==> src/rtl/blit_cmd_arbiter.sv <==
// blit_cmd_arbiter
//   Collects blitter commands from a supervisor and a user port into two
//   small FIFOs and presents them one at a time to the blitter, alternating
//   between the ports when both have work. User commands carrying a
//   privileged opcode (bit 7 set) are swallowed and counted.
//
// Ports
//   clock, reset          : rising-edge clock, synchronous active-high reset
//   sup_cmd/valid/ready   : supervisor command push port (128-bit command)
//   usr_cmd/valid/ready   : user command push port (128-bit command)
//   cmd, cmd_valid        : command currently presented to the blitter
//   next_cmd              : blitter consumed the presented command (pulse)
//   blit_idle             : blitter pipeline is empty
//   priv_error            : pulse, one user command was rejected
//   priv_err_count        : saturating count of rejected user commands
//   busy                  : anything queued, presented or still in the blitter

// Simple FIFO of 128-bit entries; DEPTH must be a power of two >= 2.
module blit_cmd_fifo #(
  parameter int DEPTH = 4
) (
  input  logic         clock,
  input  logic         reset,
  input  logic         i_push,
  input  logic [127:0] i_data,
  input  logic         i_pop,
  output logic [127:0] o_head,
  output logic         o_full,
  output logic         o_empty
);
  localparam int AW = $clog2(DEPTH);
  localparam logic [AW-1:0] C_PTR_ONE = AW'(1);
  localparam logic [AW:0]   C_CNT_ONE = (AW + 1)'(1);
  localparam logic [AW:0]   C_FULL    = (AW + 1)'(DEPTH);

  logic [127:0]  r_mem [DEPTH];
  logic [AW-1:0] r_rd;
  logic [AW-1:0] r_wr;
  logic [AW:0]   r_cnt;

  // Storage array; contents are don't-care while the slot is unoccupied.
  always_ff @(posedge clock) begin
    if (i_push) begin
      r_mem[r_wr] <= i_data;
    end
  end

  // Pointers wrap naturally because DEPTH is a power of two.
  always_ff @(posedge clock) begin
    if (reset) begin
      r_rd  <= '0;
      r_wr  <= '0;
      r_cnt <= '0;
    end else begin
      if (i_push) begin
        r_wr <= r_wr + C_PTR_ONE;
      end
      if (i_pop) begin
        r_rd <= r_rd + C_PTR_ONE;
      end
      case ({i_push, i_pop})
        2'b10:   r_cnt <= r_cnt + C_CNT_ONE;
        2'b01:   r_cnt <= r_cnt - C_CNT_ONE;
        default: r_cnt <= r_cnt;
      endcase
    end
  end

  assign o_head  = r_mem[r_rd];
  assign o_full  = (r_cnt == C_FULL);
  assign o_empty = (r_cnt == '0);
endmodule

module blit_cmd_arbiter #(
  parameter int QUEUE_DEPTH = 4
) (
  input  logic         clock,
  input  logic         reset,
  input  logic [127:0] sup_cmd,
  input  logic         sup_valid,
  output logic         sup_ready,
  input  logic [127:0] usr_cmd,
  input  logic         usr_valid,
  output logic         usr_ready,
  output logic [127:0] cmd,
  output logic         cmd_valid,
  input  logic         next_cmd,
  input  logic         blit_idle,
  output logic         priv_error,
  output logic [7:0]   priv_err_count,
  output logic         busy
);
  typedef enum logic [1:0] {
    ST_IDLE    = 2'd0,
    ST_PRESENT = 2'd1,
    ST_GAP     = 2'd2
  } state_t;

  state_t       r_state;
  state_t       w_state_nxt;
  logic [127:0] r_cmd;
  logic         r_cmd_valid;
  logic         r_last_usr;
  logic         r_priv_error;
  logic [7:0]   r_priv_cnt;

  logic [127:0] w_sup_head;
  logic [127:0] w_usr_head;
  logic         w_sup_full;
  logic         w_usr_full;
  logic         w_sup_empty;
  logic         w_usr_empty;
  logic         w_sup_push;
  logic         w_usr_accept;
  logic         w_usr_push;
  logic         w_reject;
  logic         w_pop_sup;
  logic         w_pop_usr;
  logic         w_grant_usr;

  // Ready depends only on the occupancy at the start of the cycle, so a pop
  // in the same cycle can never make room for a push.
  assign sup_ready    = !w_sup_full;
  assign usr_ready    = !w_usr_full;
  assign w_sup_push   = sup_valid && sup_ready;
  assign w_usr_accept = usr_valid && usr_ready;
  // Privileged user opcodes complete the handshake but are dropped.
  assign w_usr_push   = w_usr_accept && !usr_cmd[7];
  assign w_reject     = w_usr_accept && usr_cmd[7];

  blit_cmd_fifo #(.DEPTH(QUEUE_DEPTH)) u_sup_fifo (
    .clock   (clock),
    .reset   (reset),
    .i_push  (w_sup_push),
    .i_data  (sup_cmd),
    .i_pop   (w_pop_sup),
    .o_head  (w_sup_head),
    .o_full  (w_sup_full),
    .o_empty (w_sup_empty)
  );

  blit_cmd_fifo #(.DEPTH(QUEUE_DEPTH)) u_usr_fifo (
    .clock   (clock),
    .reset   (reset),
    .i_push  (w_usr_push),
    .i_data  (usr_cmd),
    .i_pop   (w_pop_usr),
    .o_head  (w_usr_head),
    .o_full  (w_usr_full),
    .o_empty (w_usr_empty)
  );

  // Next-state and grant decode.
  always_comb begin
    w_state_nxt = r_state;
    w_pop_sup   = 1'b0;
    w_pop_usr   = 1'b0;
    w_grant_usr = 1'b0;
    case (r_state)
      ST_IDLE: begin
        if (!w_sup_empty || !w_usr_empty) begin
          // User wins when it is alone, or on a tie when supervisor went last.
          w_grant_usr = !w_usr_empty && (w_sup_empty || !r_last_usr);
          w_pop_usr   = w_grant_usr;
          w_pop_sup   = !w_grant_usr;
          w_state_nxt = ST_PRESENT;
        end else begin
          w_state_nxt = ST_IDLE;
        end
      end
      ST_PRESENT: begin
        if (next_cmd) begin
          w_state_nxt = ST_GAP;
        end else begin
          w_state_nxt = ST_PRESENT;
        end
      end
      ST_GAP: begin
        w_state_nxt = ST_IDLE;
      end
      default: begin
        w_state_nxt = ST_IDLE;
      end
    endcase
  end

  // State register.
  always_ff @(posedge clock) begin
    if (reset) begin
      r_state <= ST_IDLE;
    end else begin
      r_state <= w_state_nxt;
    end
  end

  // Presented command, valid flag and round-robin memory.
  always_ff @(posedge clock) begin
    if (reset) begin
      r_cmd       <= 128'd0;
      r_cmd_valid <= 1'b0;
      r_last_usr  <= 1'b1;
    end else if (w_pop_sup || w_pop_usr) begin
      r_cmd       <= w_grant_usr ? w_usr_head : w_sup_head;
      r_cmd_valid <= 1'b1;
      r_last_usr  <= w_grant_usr;
    end else if ((r_state == ST_PRESENT) && next_cmd) begin
      r_cmd_valid <= 1'b0;
    end
  end

  // Rejection pulse and saturating counter.
  always_ff @(posedge clock) begin
    if (reset) begin
      r_priv_error <= 1'b0;
      r_priv_cnt   <= 8'd0;
    end else begin
      r_priv_error <= w_reject;
      if (w_reject && (r_priv_cnt != 8'hFF)) begin
        r_priv_cnt <= r_priv_cnt + 8'd1;
      end
    end
  end

  assign cmd            = r_cmd;
  assign cmd_valid      = r_cmd_valid;
  assign priv_error     = r_priv_error;
  assign priv_err_count = r_priv_cnt;
  assign busy           = !w_sup_empty || !w_usr_empty ||
                          (r_state != ST_IDLE) || !blit_idle;
endmodule

==> config.mk <==
export PLATFORM = sky130hd
export DESIGN_NAME = blit_cmd_arbiter
export DESIGN_NICKNAME = d
export VERILOG_FILES = /design/src/rtl/blit_cmd_arbiter.sv
export SDC_FILE = /design/constraint.sdc
export NUM_CORES = 1
export LEC_CHECK = 0
export BUFFER_PORTS_ARGS = -buffer_cell sky130_fd_sc_hd__buf_2
export CELL_PAD_IN_SITES_DETAIL_PLACEMENT = 1
export CELL_PAD_IN_SITES_GLOBAL_PLACEMENT = 1
export CORE_MARGIN = 8
export CORE_UTILIZATION = 49
export DETAILED_ROUTE_END_ITERATION = 10
export PLACE_DENSITY_LB_ADDON = 0.15
export SYNTH_ARGS = -nofsm -noshare
export SYNTH_HDL_FRONTEND = slang
export SYNTH_SLANG_ARGS = --single-unit
export TNS_END_PERCENT = 1
==> constraint.sdc <==
create_clock -name clock -period 5.89 [get_ports clock]
set_input_delay 0.2945 -clock clock [delete_from_list [all_inputs] [get_ports clock]]
set_output_delay 0.2945 -clock clock [all_outputs]
set_load 0.02 [all_outputs]
Word level (Yosys, flattened, before mapping). Memory sizes are Yosys's and may differ from the RTL's. A register that Yosys moved wholly into a read port is not among the register bits. Index checks and enable logic that the tools add are counted.

Flip-flop bits (word level): 155. Bits in writable memories: 1024. Input bits: 262. Output and inout port bits: 141. Memories: 2.

$add $sub $neg: 9. Equal/unequal tests: 8. Multiplexer cells: 20. Reductions and logical operators: 27.

Memories: u_sup_fifo.r_mem (depth 4, bits a word 128, read ports 1, clocked after Yosys merged registers in 1, write ports 1, line 36) `logic [127:0] r_mem [DEPTH];`; u_usr_fifo.r_mem (depth 4, bits a word 128, read ports 1, clocked after Yosys merged registers in 1, write ports 1, line 36).

Operator list (count): two-way mux 128 bit (1); one-hot mux 3 bit (2 select lines) (2); two-way mux 1 bit (11); two-way mux 2 bit (5); adder 2 x 1 -> 2 bit, second input constant (4); adder 8 x 1 -> 8 bit, second input constant (1); logical NOT 1 bit (8); inequality test 8 bit, second input constant (1); nonzero test 2 bit (4); logical AND 1 bit (7); adder 3 x 1 -> 3 bit, second input constant (2); equality test 2 x 1 -> 1 bit, second input constant (3); equality test 3 bit, second input constant (2); logical NOT 3 bit (2); subtractor 3 x 1 -> 3 bit, second input constant (2); logical OR 1 bit (5); equality test 2 bit, second input constant (2); one-hot mux 2 bit (2 select lines) (1); logical NOT 2 bit (1).

Depth between registers and ports, before layout.
Depth after elaboration: 8. Mapped depth: 9. Depth with buffers taken out: 9.

Modules after synthesis. Synthesis repeated with hierarchy kept, for this count alone.

Cell total of the unflattened synthesis: 2352. Area total of the unflattened synthesis: 44836.8 µm².

By module, submodules not included: blit_cmd_fifo (times used 2, cells an instance 715, area an instance 19005.7 µm², sequential area each 15554.9 µm²); blit_cmd_arbiter (times used 1, cells an instance 922, area an instance 6825.3 µm², sequential area each 2822.7 µm²).

Worst setup path before layout. Ideal clock, no wire load.

Path kind: reg2reg. Start point: register u_usr_fifo.r_cnt[0]. End point: memory u_usr_fifo.r_mem[1][0], enable pin. Setup time: 0.502 ns. Data arrival time: 4.143 ns. Required time: 5.388 ns. Path slack: 1.244 ns. Cell stages (with the launch flop): 5. Clock period less this slack: 4.646 ns. Path through: dfxtp_1 or3b_1 and3b_1 clkbuf_1 and2_1.

Longest elaborated chain between the ends: 6.

RTL lines: start: declaration (line 39) `logic [AW:0] r_cnt;`; start signal: assignment (line 62) `2'b10: r_cnt <= r_cnt + C_CNT_ONE;`; start signal: assignment (line 63) `2'b01: r_cnt <= r_cnt - C_CNT_ONE;`; start signal: assignment (line 64) `default: r_cnt <= r_cnt;`; equality test 3 bit (line 70) `assign o_full = (r_cnt == C_FULL);`; logical NOT 1 bit (line 124) `assign usr_ready = !w_usr_full;`; via usr_ready (line 84) `output logic usr_ready,`; logical AND 1 bit (line 126) `assign w_usr_accept = usr_valid && usr_ready;`; logical AND 1 bit (line 128) `assign w_usr_push = w_usr_accept && !usr_cmd[7];`; two-way mux 1 bit (line 43) `if (i_push) begin`; two-way mux 1 bit (implied by the code) (line 44) `r_mem[r_wr] <= i_data;`; end: declaration (line 36).

The timed path passes the listed nets, and every way through them passes these cells.

Worst setup path after layout.
Start point: register u_usr_fifo.r_cnt[0]. End point: memory u_usr_fifo.r_mem[0][64], enable pin.

Longest elaborated chain between the ends: 6.

RTL lines (line): equality test 3 bit (70); logical NOT 1 bit (124); logical AND 1 bit (126); logical AND 1 bit (128); two-way mux 1 bit (43); two-way mux 1 bit (implied by the code) (44).

Every way passes these cells.

==> results.toml <==
[power_and_ir_drop]
vdd.ir_drop.worst_mv = 0.312
power_w = 0.0230
powerDensity_nw_per_um2 = 430
p_leak_nw = 17.9

[global_routing]
grt_util_all_layers_pct = 23.1
grt_overflow_total = 0
antenna_found_initial = 20
grt_max_degree = 106
grt_pass1_wl_um = 170000
first_global_vias = 25800

[die]
die-area_um2 = 99000
rows = 109
core_um2 = 88400
die_height_um = 315
die_w_um = 315
initial_core_util_pct = 49.4
ioPinCount = 403

[placed_design]
routabilityCongestion = 0.767
hpwl_um = 64500
port_buffers = 402

[sta]
finalSetupViolations = 0
clock.fmax_mhz = 341
fin_setup_tns_ps = 0
period_minus_slack_ps = 2930
final.period_utilization_pct = 49.8
finalHoldViolations = 0
tightest_slew_ps = 1160
timing.hold.ws_ps = 108
clock_skew_ps = 27.4
slew_violations = 0
max_slew_margin_pct = 22.8
rsz0062_at_grt = "false"

[drt]
viasPerCell = 5.81
wl_per_cell_um = 28.7
drt_iter0_drc = 1954
routed_wl_um = 115000
drc_errors = 0
ant_nets = 0
drt_pass1_iterations = 5
vias = 23300

[setup_path]
crit_required_ps = 6200
worstSetupPathType = "reg2reg"
crit_fanout = 46
slowest_stage = "and2_4"
critPathMaxStageDelay_ps = 790
critPathLaunch = "u_usr_fifo.r_cnt[0]"
cp_cell_sequence = "or3b_1 > and3b_1 > and2_4 > buf_4"
timing.rr.start = "u_usr_fifo.r_cnt[0]"
worst_ep_arrival_time_ps = 3240
worst_setup_path_start_kind = "flip-flop"
crit_path_end_kind = "flip-flop"

[synthesis]
synth_mux_area_share_pct = 13.2
ys_types = 51
synth_top_area_cell = "edfxtp_1"
yosysSeqAreaShare_pct = 77.7
synth_adder_area_share_pct = 0.407
yosys.area_share.simple_pct = 2.09
syn-num-nets = 2323
yosys-top-cells-area = "edfxtp_1, mux4_2, dfxtp_1"
ys_ff_latch = 1183
synth_area_per_cell_um2 = 21.3
synth_compound_area_share_pct = 4.77
synth_top_area_share_pct = 70.4
syn_area_um2 = 43700
yosysMostFrequentCell = "edfxtp_1"
synth_top_family_by_area = "multiplexers"
synth_xor_xnor_area_share_pct = 0.201
ys_top_cells_by_count = "edfxtp_1, mux4_2, dfxtp_1"
synth_top_flop_cell = "edfxtp_1"
synth_warnings = 0
ys_async_sr_fraction_pct = 0
synth_edf_count = 1024
synth_cells = 2048

[finish]
fin_nets = 3008
nFillCells = 7543
drive_above_1_share_pct = 32.1
syn2layout_area_growth_pct = 22.5

[clock_tree]
clkLatencyLatePin_ps = 690
clock-sinks = 1183
cts_resized = 0
cts_inserted_buffers = 119
clockRootBuffer = "clkbuf_16"
holdBufCountCts = 258
cts_tree = "yes"
clk_pin_slew_worst_paths_ps = 60
htreeDepth = 3
post_cts_buffers = 0
cts_buffer_depth = 3

[run_status]
status = "finished clean"

[hold_path]
worstHoldPathType = "in2reg"
hp-start = "reset"

[run]
maxCapViolCount = 0
-- cell families (layout without fill, tap and decap cells) --
| kind of cell | Yosys count | in the layout |
|---|---|---|
| mux | 258 | 258 |
| fa+ha+maj | 13 | 13 |
| flops | 1183 | 1183 |
| simple gates | 203 | 203 |
| buf+inv | 136 | 926 |
| other cells | 0 | 14 |
| xor+xnor | 10 | 10 |
| compound gates | 245 | 245 |
-- placed cells by master (no fill, tap or decap), types with 6 or more instances in the layout --
cell	netlist	routed
a22oi_1	83	83
a311oi_1	25	25
clkinv_2	0	28
clkinv_1	0	16
buf_2	64	401
buf_12	0	13
clkbuf_8	0	18
o2bb2ai_1	83	83
edfxtp_1	1024	1024
buf_4	17	14
a21oi_1	14	14
a311oi_2	20	20
clkbuf_1	31	27
nor2_1	64	62
bufinv_16	0	9
xor2_1	6	6
inv_1	13	13
nand2_1	94	94
dfxtp_1	159	155
ha_1	11	11
o21ai_0	6	6
dlygate4sd3_1	0	258
diode_2	0	14
mux4_2	256	256
clkbuf_16	0	123
-- state kept, by name, indices dropped and copies added, names as in the netlist, named ones only --
| signal | cells |
|---|---|
| cmd_valid | 1 |
| priv_error | 1 |
| r_last_usr | 1 |
| r_state | 2 |
| u_sup_fifo.r_cnt | 3 |
| u_usr_fifo.r_cnt | 3 |
| u_sup_fifo.r_wr | 2 |
| u_sup_fifo.r_mem | 512 |
| u_usr_fifo.r_mem | 512 |
| u_usr_fifo.r_rd | 2 |
| u_usr_fifo.r_wr | 2 |
| priv_err_count | 8 |
| cmd | 128 |
| u_sup_fifo.r_rd | 2 |
-- layer usage --
| metal | routed length [um] | vias up | global-route usage [%] |
|---|---|---|---|
| li1 | - | 9920 | - |
| met1 | 46300 | 12500 | 29.3 |
| met2 | 59800 | 740 | 40.5 |
| met3 | 6750 | 165 | 4.93 |
| met4 | 2300 | 18 | 5.88 |
| met5 | 102 | - | 0 |
-- per-stage QoR --
| step | cells | area [um2] | utilization [%] | worst slack, ps |
|---|---|---|---|---|
| after floorplan | 2048 | 43700 | - | 1240 |
| after global placement | 3519 | 46900 | 53.1 | 3020 |
| after detailed placement | 3519 | 46900 | 53.1 | 2960 |
| after CTS | 4003 | 53500 | 60.5 | 2930 |
| after global routing | 4011 | 53500 | 60.5 | 2810 |
| final | 4017 | 53500 | 60.5 | 2960 |
-- report_power, final --
part	switching, W	internal [W]	leakage, nW
Combinational	0.00312	0.00193	5.32
Sequential	0.000454	0.00996	10.7
Clock	0.00312	0.00443	1.95
-- worst paths after layout --
kind | to | slack, ps | cells past startpoint
max | u_usr_fifo.r_mem[0][64] | 2960 | 4
min | u_usr_fifo.r_cnt[1] | 110 | 2
max reg2reg | u_usr_fifo.r_mem[0][64] | 2960 | 4
min reg2reg | cmd[42] | 460 | 1
-- cell type report --
type	count	area [um2]	share of cell area, %
sequential	1183	33900	63.4
multi-input combinational	729	9110	17.0
timing repair buffer	686	4950	9.26
clock buffer	168	3430	6.40
tap	1165	1460	2.72
clock inverter	58	522	0.975
inverter	14	52.6	0.0982
antenna	14	35.0	0.0655
-- critical path, delay by kind of cell (launching register included) --
| kind | cells | cell delay, ps |
|---|---|---|
| AND/OR/NAND/NOR | 3 | 1390 |
| buffers and inverters | 1 | 650 |
| flip-flops | 1 | 480 |
Note: power is estimated with default switching activity, not from simulation.
